<file path="config.mk">
export PLATFORM = sky130hd
export DESIGN_NAME = pipe_exe_unit_flat
export DESIGN_NICKNAME = d
export VERILOG_FILES = /design/src/rtl/pipe_pkg.sv /design/src/rtl/pipe_exe_unit_if.sv /design/src/rtl/pipe_div_seq.sv /design/src/rtl/pipe_exe_unit.sv /design/src/flat_wrapper.sv
export SDC_FILE = /design/constraint.sdc
export NUM_CORES = 1
export LEC_CHECK = 0
export CORE_MARGIN = 2
export CORE_UTILIZATION = 42
export DETAILED_ROUTE_END_ITERATION = 16
export GPL_ROUTABILITY_DRIVEN = 1
export GPL_TIMING_DRIVEN = 1
export PLACE_DENSITY = 0.73
export REMOVE_ABC_BUFFERS = 1
export SETUP_SLACK_MARGIN = 0.15
export SLEW_MARGIN = 20
export SYNTH_ARGS = -nofsm -noshare
export SYNTH_HDL_FRONTEND = slang
export SYNTH_SLANG_ARGS = --single-unit
</file>
<file path="constraint.sdc">
create_clock -name clk -period 15.2 [get_ports clk]
set_input_delay 2.28 -clock clk [delete_from_list [all_inputs] [get_ports clk]]
set_output_delay 2.28 -clock clk [all_outputs]
set_load 0.005 [all_outputs]
</file>
<file path="src/rtl/pipe_pkg.sv">
// Shared encodings for the execute stage: ALU operation codes and divider FSM states.
`timescale 1ns/1ps
package pipe_pkg;

    localparam logic [3:0] ALUC_ADDU = 4'b0000;
    localparam logic [3:0] ALUC_SUBU = 4'b0001;
    localparam logic [3:0] ALUC_ADD  = 4'b0010;
    localparam logic [3:0] ALUC_SUB  = 4'b0011;
    localparam logic [3:0] ALUC_AND  = 4'b0100;
    localparam logic [3:0] ALUC_OR   = 4'b0101;
    localparam logic [3:0] ALUC_XOR  = 4'b0110;
    localparam logic [3:0] ALUC_NOR  = 4'b0111;
    localparam logic [3:0] ALUC_LUI  = 4'b1000;
    localparam logic [3:0] ALUC_SLTU = 4'b1010;
    localparam logic [3:0] ALUC_SLT  = 4'b1011;
    localparam logic [3:0] ALUC_SRA  = 4'b1101;
    localparam logic [3:0] ALUC_SLL  = 4'b1110;
    localparam logic [3:0] ALUC_SRL  = 4'b1111;

    typedef enum logic [1:0] {
        IDLE = 2'd0,
        RUN  = 2'd1,
        DONE = 2'd2
    } div_state_t;

endpackage

</file>
<file path="src/rtl/pipe_exe_unit_if.sv">
// ID/EXE operand bundle into the execute stage and its results toward EXE/MEM.
`timescale 1ns/1ps
interface pipe_exe_unit_if;

    logic [3:0]  Ealuc;
    logic [31:0] Ea;
    logic [31:0] Eb;
    logic        Easource;
    logic        Ebsource;
    logic [31:0] Eimm;
    logic        Ediv;
    logic        Esign;
    logic [31:0] Ealu_r;
    logic [31:0] Ediv_q;
    logic [31:0] Ediv_r;
    logic        Ediv_done;
    logic        Estall;

    modport master (
        output Ealuc, Ea, Eb, Easource, Ebsource, Eimm, Ediv, Esign,
        input  Ealu_r, Ediv_q, Ediv_r, Ediv_done, Estall
    );

    modport slave (
        input  Ealuc, Ea, Eb, Easource, Ebsource, Eimm, Ediv, Esign,
        output Ealu_r, Ediv_q, Ediv_r, Ediv_done, Estall
    );

endinterface

</file>
<file path="src/rtl/pipe_div_seq.sv">
// 32-step restoring divider on operand magnitudes, with sign fix-up and divide-by-zero override.
`timescale 1ns/1ps
module pipe_div_seq
    import pipe_pkg::*;
(
    input  logic        clk,
    input  logic        rst,
    input  logic        div_i,
    input  logic        sign_i,
    input  logic [31:0] a_i,
    input  logic [31:0] b_i,
    output logic [31:0] q_o,
    output logic [31:0] r_o,
    output logic        done_o
);

    div_state_t  state_q, state_d;
    logic [4:0]  cnt_q, cnt_d;
    logic [31:0] mag_a_q, mag_a_d;
    logic [31:0] mag_b_q, mag_b_d;
    logic [31:0] raw_a_q, raw_a_d;
    logic        sign_a_q, sign_a_d;
    logic        sign_x_q, sign_x_d;
    logic        dz_q, dz_d;
    logic [63:0] rq_q, rq_d;
    logic [32:0] rem_sh;
    logic [32:0] trial;
    logic [31:0] quo;
    logic [31:0] rem;

    always_comb begin
        state_d  = state_q;
        cnt_d    = cnt_q;
        mag_a_d  = mag_a_q;
        mag_b_d  = mag_b_q;
        raw_a_d  = raw_a_q;
        sign_a_d = sign_a_q;
        sign_x_d = sign_x_q;
        dz_d     = dz_q;
        rq_d     = rq_q;
        // Dividend bits are fed MSB-first from the latched magnitude, not preloaded into rq.
        rem_sh   = {rq_q[63:32], mag_a_q[5'd31 - cnt_q]};
        trial    = rem_sh - {1'b0, mag_b_q};
        case (state_q)
            IDLE: begin
                if (div_i) begin
                    mag_a_d  = (sign_i && a_i[31]) ? -a_i : a_i;
                    mag_b_d  = (sign_i && b_i[31]) ? -b_i : b_i;
                    raw_a_d  = a_i;
                    sign_a_d = sign_i & a_i[31];
                    sign_x_d = sign_i & (a_i[31] ^ b_i[31]);
                    dz_d     = (b_i == '0);
                    rq_d     = '0;
                    cnt_d    = '0;
                    state_d  = RUN;
                end
            end
            RUN: begin
                if (!div_i) begin
                    state_d = IDLE;
                end else begin
                    // Borrow out of the 33-bit trial means the restored value is kept.
                    if (!trial[32]) begin
                        rq_d = {trial[31:0], rq_q[30:0], 1'b1};
                    end else begin
                        rq_d = {rem_sh[31:0], rq_q[30:0], 1'b0};
                    end
                    cnt_d = cnt_q + 5'd1;
                    if (cnt_q == 5'd31) begin
                        state_d = DONE;
                    end
                end
            end
            DONE: begin
                state_d = IDLE;
            end
            default: begin
                state_d = IDLE;
            end
        endcase
    end

    always_ff @(posedge clk) begin
        if (rst) begin
            state_q  <= IDLE;
            cnt_q    <= '0;
            mag_a_q  <= '0;
            mag_b_q  <= '0;
            raw_a_q  <= '0;
            sign_a_q <= 1'b0;
            sign_x_q <= 1'b0;
            dz_q     <= 1'b0;
            rq_q     <= '0;
        end else begin
            state_q  <= state_d;
            cnt_q    <= cnt_d;
            mag_a_q  <= mag_a_d;
            mag_b_q  <= mag_b_d;
            raw_a_q  <= raw_a_d;
            sign_a_q <= sign_a_d;
            sign_x_q <= sign_x_d;
            dz_q     <= dz_d;
            rq_q     <= rq_d;
        end
    end

    always_comb begin
        quo    = rq_q[31:0];
        rem    = rq_q[63:32];
        q_o    = dz_q ? '1 : (sign_x_q ? -quo : quo);
        r_o    = dz_q ? raw_a_q : (sign_a_q ? -rem : rem);
        done_o = (state_q == DONE);
    end

endmodule

</file>
<file path="src/rtl/pipe_exe_unit.sv">
// Execute stage: operand selection, single-cycle ALU, and the stalling sequential divider.
`timescale 1ns/1ps
module pipe_exe_unit
    import pipe_pkg::*;
#(
    parameter int WIDTH = 32
) (
    input  logic            clk,
    input  logic            rst,
    pipe_exe_unit_if.slave  exe
);

    logic [WIDTH-1:0] a_src;
    logic [WIDTH-1:0] b_src;
    logic [WIDTH-1:0] alu_r;
    logic             div_done;

    always_comb begin
        a_src = exe.Easource ? {{(WIDTH-5){1'b0}}, exe.Eimm[10:6]} : exe.Ea;
        b_src = exe.Ebsource ? exe.Eimm : exe.Eb;
    end

    always_comb begin
        alu_r = '0;
        case (exe.Ealuc)
            ALUC_ADDU, ALUC_ADD: alu_r = a_src + b_src;
            ALUC_SUBU, ALUC_SUB: alu_r = a_src - b_src;
            ALUC_AND:            alu_r = a_src & b_src;
            ALUC_OR:             alu_r = a_src | b_src;
            ALUC_XOR:            alu_r = a_src ^ b_src;
            ALUC_NOR:            alu_r = ~(a_src | b_src);
            ALUC_LUI:            alu_r = {b_src[15:0], 16'h0000};
            ALUC_SLTU:           alu_r = {{(WIDTH-1){1'b0}}, a_src < b_src};
            ALUC_SLT:            alu_r = {{(WIDTH-1){1'b0}}, $signed(a_src) < $signed(b_src)};
            ALUC_SRA:            alu_r = $signed(b_src) >>> a_src[4:0];
            ALUC_SLL:            alu_r = b_src << a_src[4:0];
            ALUC_SRL:            alu_r = b_src >> a_src[4:0];
            default:             alu_r = '0;
        endcase
    end

    pipe_div_seq u_div (
        .clk    (clk),
        .rst    (rst),
        .div_i  (exe.Ediv),
        .sign_i (exe.Esign),
        .a_i    (a_src),
        .b_i    (b_src),
        .q_o    (exe.Ediv_q),
        .r_o    (exe.Ediv_r),
        .done_o (div_done)
    );

    assign exe.Ealu_r    = alu_r;
    assign exe.Ediv_done = div_done;
    assign exe.Estall    = exe.Ediv & ~div_done;

endmodule

</file>
<file path="src/flat_wrapper.sv">
// flat-port wrapper written by rule: the top's interface ports become plain ports
module pipe_exe_unit_flat import pipe_pkg::*;
#(
    parameter int WIDTH = 32
)
  (clk, rst, exe_Ealuc, exe_Ea, exe_Eb, exe_Easource, exe_Ebsource, exe_Eimm, exe_Ediv, exe_Esign, exe_Ealu_r, exe_Ediv_q, exe_Ediv_r, exe_Ediv_done, exe_Estall);
  pipe_exe_unit_if exe_i ();
  input  logic clk;
  input  logic rst;
  input wire logic [$bits(exe_i.Ealuc)-1:0] exe_Ealuc;
  input wire logic [$bits(exe_i.Ea)-1:0] exe_Ea;
  input wire logic [$bits(exe_i.Eb)-1:0] exe_Eb;
  input wire logic [$bits(exe_i.Easource)-1:0] exe_Easource;
  input wire logic [$bits(exe_i.Ebsource)-1:0] exe_Ebsource;
  input wire logic [$bits(exe_i.Eimm)-1:0] exe_Eimm;
  input wire logic [$bits(exe_i.Ediv)-1:0] exe_Ediv;
  input wire logic [$bits(exe_i.Esign)-1:0] exe_Esign;
  output wire logic [$bits(exe_i.Ealu_r)-1:0] exe_Ealu_r;
  output wire logic [$bits(exe_i.Ediv_q)-1:0] exe_Ediv_q;
  output wire logic [$bits(exe_i.Ediv_r)-1:0] exe_Ediv_r;
  output wire logic [$bits(exe_i.Ediv_done)-1:0] exe_Ediv_done;
  output wire logic [$bits(exe_i.Estall)-1:0] exe_Estall;
  assign exe_i.Ealuc = exe_Ealuc;
  assign exe_i.Ea = exe_Ea;
  assign exe_i.Eb = exe_Eb;
  assign exe_i.Easource = exe_Easource;
  assign exe_i.Ebsource = exe_Ebsource;
  assign exe_i.Eimm = exe_Eimm;
  assign exe_i.Ediv = exe_Ediv;
  assign exe_i.Esign = exe_Esign;
  assign exe_Ealu_r = exe_i.Ealu_r;
  assign exe_Ediv_q = exe_i.Ediv_q;
  assign exe_Ediv_r = exe_i.Ediv_r;
  assign exe_Ediv_done = exe_i.Ediv_done;
  assign exe_Estall = exe_i.Estall;
  pipe_exe_unit #(.WIDTH(WIDTH)) u_core (.clk(clk), .rst(rst), .exe(exe_i));
endmodule
</file>
# Yosys cells after proc, flatten, opt, wreduce, memory -nomap -nowiden
# Index checks and enable logic that the tools add are counted.
# Widths: inputs -> output; s select.
totals:
  regBits: 170
  latchBits: 0
  ram_bits: 0
  romBits: 0
  in_bits: 106
  out_inout_bits: 98
  word_cells: 85
  memories: 0
classes:
  add_sub_neg: 9
  mul: 0
  div: 0
  n_lt_le_gt_ge: 3
  eq_ne: 19
  n_shift: 3
  mux: 22
  bitwise: 9
  n_reduce_logical: 11
op_table:
  columns: ["operator", "n"]
  rows:
  - ["$pmux 32 s12", 1]
  - ["$mux 32", 8]
  - ["$mux 64", 3]
  - ["$neg 32->32", 4]
  - ["$pmux 64 s2", 1]
  - ["$lt 32x32->1", 2]
  - ["$sub 33x32->33", 1]
  - ["$add 32x32->32", 1]
  - ["$and 32x32->32", 1]
  - ["$logic_not 32->1", 1]
  - ["$not 32->32", 1]
  - ["$or 32x32->32", 1]
  - ["$shl 32x5->32", 1]
  - ["$shr 32x5->32", 1]
  - ["$sshr 32x5->32", 1]
  - ["$sub 32x32->32", 1]
  - ["$xor 32x32->32", 1]
  - ["$eq 4x4->1 const B", 6]
  - ["$eq 4x3->1 const B", 4]
  - ["$mux 5", 2]
  - ["$pmux 5 s2", 1]
  - ["$eq 4x2->1 const B", 2]
  - ["$lt 5x6->1 const B", 1]
  - ["$mux 2", 3]
  - ["21 further kinds", 27]

# Logic depth before layout (Yosys ltp)
depth:
  word_depth: 7
  mapped_depth: 18

# Modules after synthesis
# A second synthesis with hierarchy kept.
hier_totals:
  hier_cells: 2992
  hier_area_um2: 21003.9
modules_own_cells:
  columns: ["module", "instances", "cells_each", "area_each_um2", "seq_area_each_um2"]
  rows:
  - ["pipe_div_seq", 1, 1490, 11170.7, 3383.2]
  - ["pipe_exe_unit", 1, 1502, 9833.2, 0.0]

# Worst setup path before layout
# No wires, ideal clock.
synth_timing:
  kind: "input to output"
  start: "input port exe_Easource"
  end: "output port exe_Ealu_r[31]"
  arrival_ns: 6.485
  required_time_ns: 12.920
  setup_slack_ns: 6.435
  path_stages: 17
  path_cell_list: "buf_2 mux2i_1 clkbuf_1 clkbuf_1 clkbuf_1 ha_1 clkbuf_1 o21ai_0 o211ai_1 a41o_1 o21ai_0 o21ai_0 a221o_1 a31o_2 a2111oi_0 a311oi_1 o211ai_1"
synth_via:
  elab_chain_cells: 4
synth_rtl:
  columns: ["element", "line_no", "text"]
  rows:
  - ["from (decl)", "flat_wrapper.sv:13", "input wire logic [$bits(exe_i.Easource)-1:0] exe_Easource;"]
  - ["$mux 32 (*)", "pipe_exe_unit.sv:19", "a_src = exe.Easource ? {{(WIDTH-5){1'b0}}, exe.Eimm[10:6]} : exe.Ea;"]
  - ["parallel branches: the longest is 2 deep, another holds $sub 32x32->32", null, null]
  - ["$pmux 32 s12 (*)", "pipe_exe_unit.sv:25", "case (exe.Ealuc)"]
  - ["to (decl)", "flat_wrapper.sv:18", "output wire logic [$bits(exe_i.Ealu_r)-1:0] exe_Ealu_r;"]
# Every way passes the cells marked *.

# Worst setup path after layout
layout_timing:
  start: "input port exe_Easource"
  end: "output port exe_Ealu_r[26]"
# The elaborated chain is that of the path after synthesis.

==> reports/results.ini <==
[run_status]
outcome = finished, final reports clean

[critical_path]
worst_setup_path_start_kind = input port
critPathArrivalTime_ps = 8230
cp-end-kind = output pin
critPathKind = input port to output pin
path_max_fanout = 66
cp.required_ps = 12920

[pwr]
power_mw = 1.669
irDropWorstVdd_v = 0.00005420
cellPowerDensity_nw_per_um2 = 72.56
p_leak_nw = 9.280

[timing]
setup_tns_ps = 0
max_slew.worst_pin.slew_ps = 1274
fin_skew_ps = 10.54
min_period_ps = 10510
max_freq_mhz = 95.11
final-setup-viol-count = 0
finalHoldViolCount = 0
max_slew_margin_pct = 12.89
grt_setup_unrepaired = false
maxSlewViolCount = 0
period_share_pct = 69.17

[hold_path]
min_path_type = flop to flop

[place]
port-buffer-count = 203
dp_hpwl_mm = 67.68
place_congestion = 1.028
dp.cells = 3532
placed_area_sq_um = 22410

[logic_synthesis]
synthesis.instances = 2871
yosysTopAreaCell = dfxtp_1
synth_seq_area_share_pct = 16.96
synth_flop_cell = dfxtp_1
yosys_warnings = 0
synth-edff-count = 0
avgSynthCellArea_sq_um = 6.947
synth_most_common_cell = nand2_1
synth.distinct_cells = 87
synth_common_cells = nand2_1 (398), a21oi_1 (273), o21ai_0 (268)
async_flop_share_pct = 0
synth_seq_cells = 169
syn_area_sq_um = 19940
synth_top_cells_by_area = dfxtp_1 (17%), ha_1 (8.9%), nand2_1 (7.5%), a21oi_1 (6.9%), o21ai_0 (6.7%)
yosysTopAreaCellShare_pct = 16.96

[global_routing]
grt_pass1_vias = 21421
grt_pass1_wl_mm = 132.2
grt_overflow = 0
grt_usage_pct = 34.55
grt_max_degree = 67
antenna_found_initial = 4

[finish]
drive_above_1_share_pct = 5.107
utilization_pct = 49.20
nets = 3195
area_growth_pct = 15.34
fin_area_sq_um = 23000
fin_cells = 3565
ff_latch_area_sq_um = 3386
multi_input_area_sq_um = 15380
fillers = 4702

[clock_network]
path_clk_slew_ps = 60
cts_root_buf = clkbuf_16
cts_tree = done
clk_latency_ps = 450
numCtsBuffers = 17
clock-sinks = 169
post_cts_resized = 0
clockBufferDepth = 2
postCtsSetupRepairBufs = 0
cts_htree_levels = 4
cts_hold_buf = 0

[detailed_routing]
drtIter0Drc = 2994
vias = 22684
drt-pass1-iter-count = 8
routed_wl_mm = 87.61
antenna_left = 0
routed_via_density = 6.363
route.detailed.drc = 0
wire_per_inst_um = 24.57

[floorplan]
dieArea_sq_um = 49240
rows = 79
io_pins = 204
initial_core_util_pct = 42.66
fp.dieW_um = 221.9
fp.coreArea_sq_um = 46750
die_y_um = 221.9

[job]
drv_cap = 0

==> cells in the final DEF, fill, tap and decap left out, types with 29 or more instances in the layout <==
cell,count
a211oi_1,47
a21oi_1,273
a22o_1,38
a31oi_1,29
and3_1,30
buf_4,45
clkdlybuf4s50_1,198
dfxtp_1,167
ha_1,142
inv_1,135
mux2i_1,111
nand2_1,397
nand3_1,60
nor2_1,235
nor2b_1,32
nor3_1,50
o211ai_1,33
o21ai_0,268
o31ai_1,36
xnor2_1,121
xor2_1,60
==> report_power, final <==
group          leakage (nW)  switching (mW)  internal (mW)  total (mW)
Sequential             1.38          0.0126          0.460       0.472
Combinational          7.62           0.486          0.270       0.756
Clock                 0.281           0.204          0.237       0.441
==> metrics by stage <==
step                setup slack (ps)  hold WS, ps
global route                    4380        470.4
global placement                4869        434.9
detailed placement              4819        443.3
finish                          4686        450.1
floorplan                       3336        422.5
CTS                             4792        452.4
==> sequential cells by signal, indices dropped and copies added, names as in the netlist <==
| signal | cells |
|---|---|
| u_core.u_div.raw_a_q | 31 |
| u_core.u_div.mag_b_q | 32 |
| u_core.u_div.cnt_q | 5 |
| u_core.u_div.mag_a_q | 32 |
| u_core.u_div.state_q | 2 |
| u_core.u_div.sign_a_q | 1 |
| u_core.u_div.rq_q | 64 |
| u_core.u_div.sign_x_q | 1 |
| u_core.u_div.dz_q | 1 |
==> critical path, cell delays in order <==
cell             delay [ps]
buf_2                    80
buf_4                   450
mux2i_4                 300
buf_4                   540
inv_2                    40
buf_4                   360
fa_1                    550
a21o_1                  210
nand4_1                 150
nand4_1                 260
a31oi_1                 400
o21ai_0                 200
o41ai_1                 820
a221o_1                 290
a32o_1                  130
xnor2_1                  70
o21ai_0                 440
clkdlybuf4s50_1         630
==> worst paths after layout <==
path	start	cells past startpoint	endpoint	slack, ps
hold / removal	u_core.u_div.mag_a_q[24]	2	u_core.u_div.mag_a_q[24]	450
hold reg to reg	u_core.u_div.mag_a_q[24]	2	u_core.u_div.mag_a_q[24]	450
setup / recovery	exe_Easource	18	exe_Ealu_r[26]	4690
setup reg to reg	u_core.u_div.cnt_q[0]	16	u_core.u_div.rq_q[63]	8940
==> logic make-up (layout without fill, tap and decap cells) <==
family,after synthesis,after routing,synth area share (%)
compound gates,961,961,30.19
fa+ha+maj,145,145,9.210
buf+inv,336,422,6.487
flops,169,169,16.96
xor+xnor,182,182,7.992
mux,140,140,7.829
other cells,0,1,0
simple gates,938,938,21.33
==> per-layer routing <==
metal | track usage [%] | vias to the layer above | wire [um]
met4 | 16.48 | 4 | 4313
met3 | 5.208 | 192 | 7339
li1 | - | 10490 | -
met1 | 45.44 | 10818 | 36450
met2 | 55.43 | 1180 | 39480
met5 | 0 | - | 24
==> cell type report <==
type	instances	share of cell area (%)
Clock buffer	18	1.909
Clock inverter	14	0.6418
Tap cell	607	3.302
Inverter	142	2.317
Sequential cell	169	14.72
Timing Repair Buffer	248	10.26
Antenna cell	1	0.01088
Multi-Input combinational cell	2366	66.84
(Power assumes the default switching activity.)
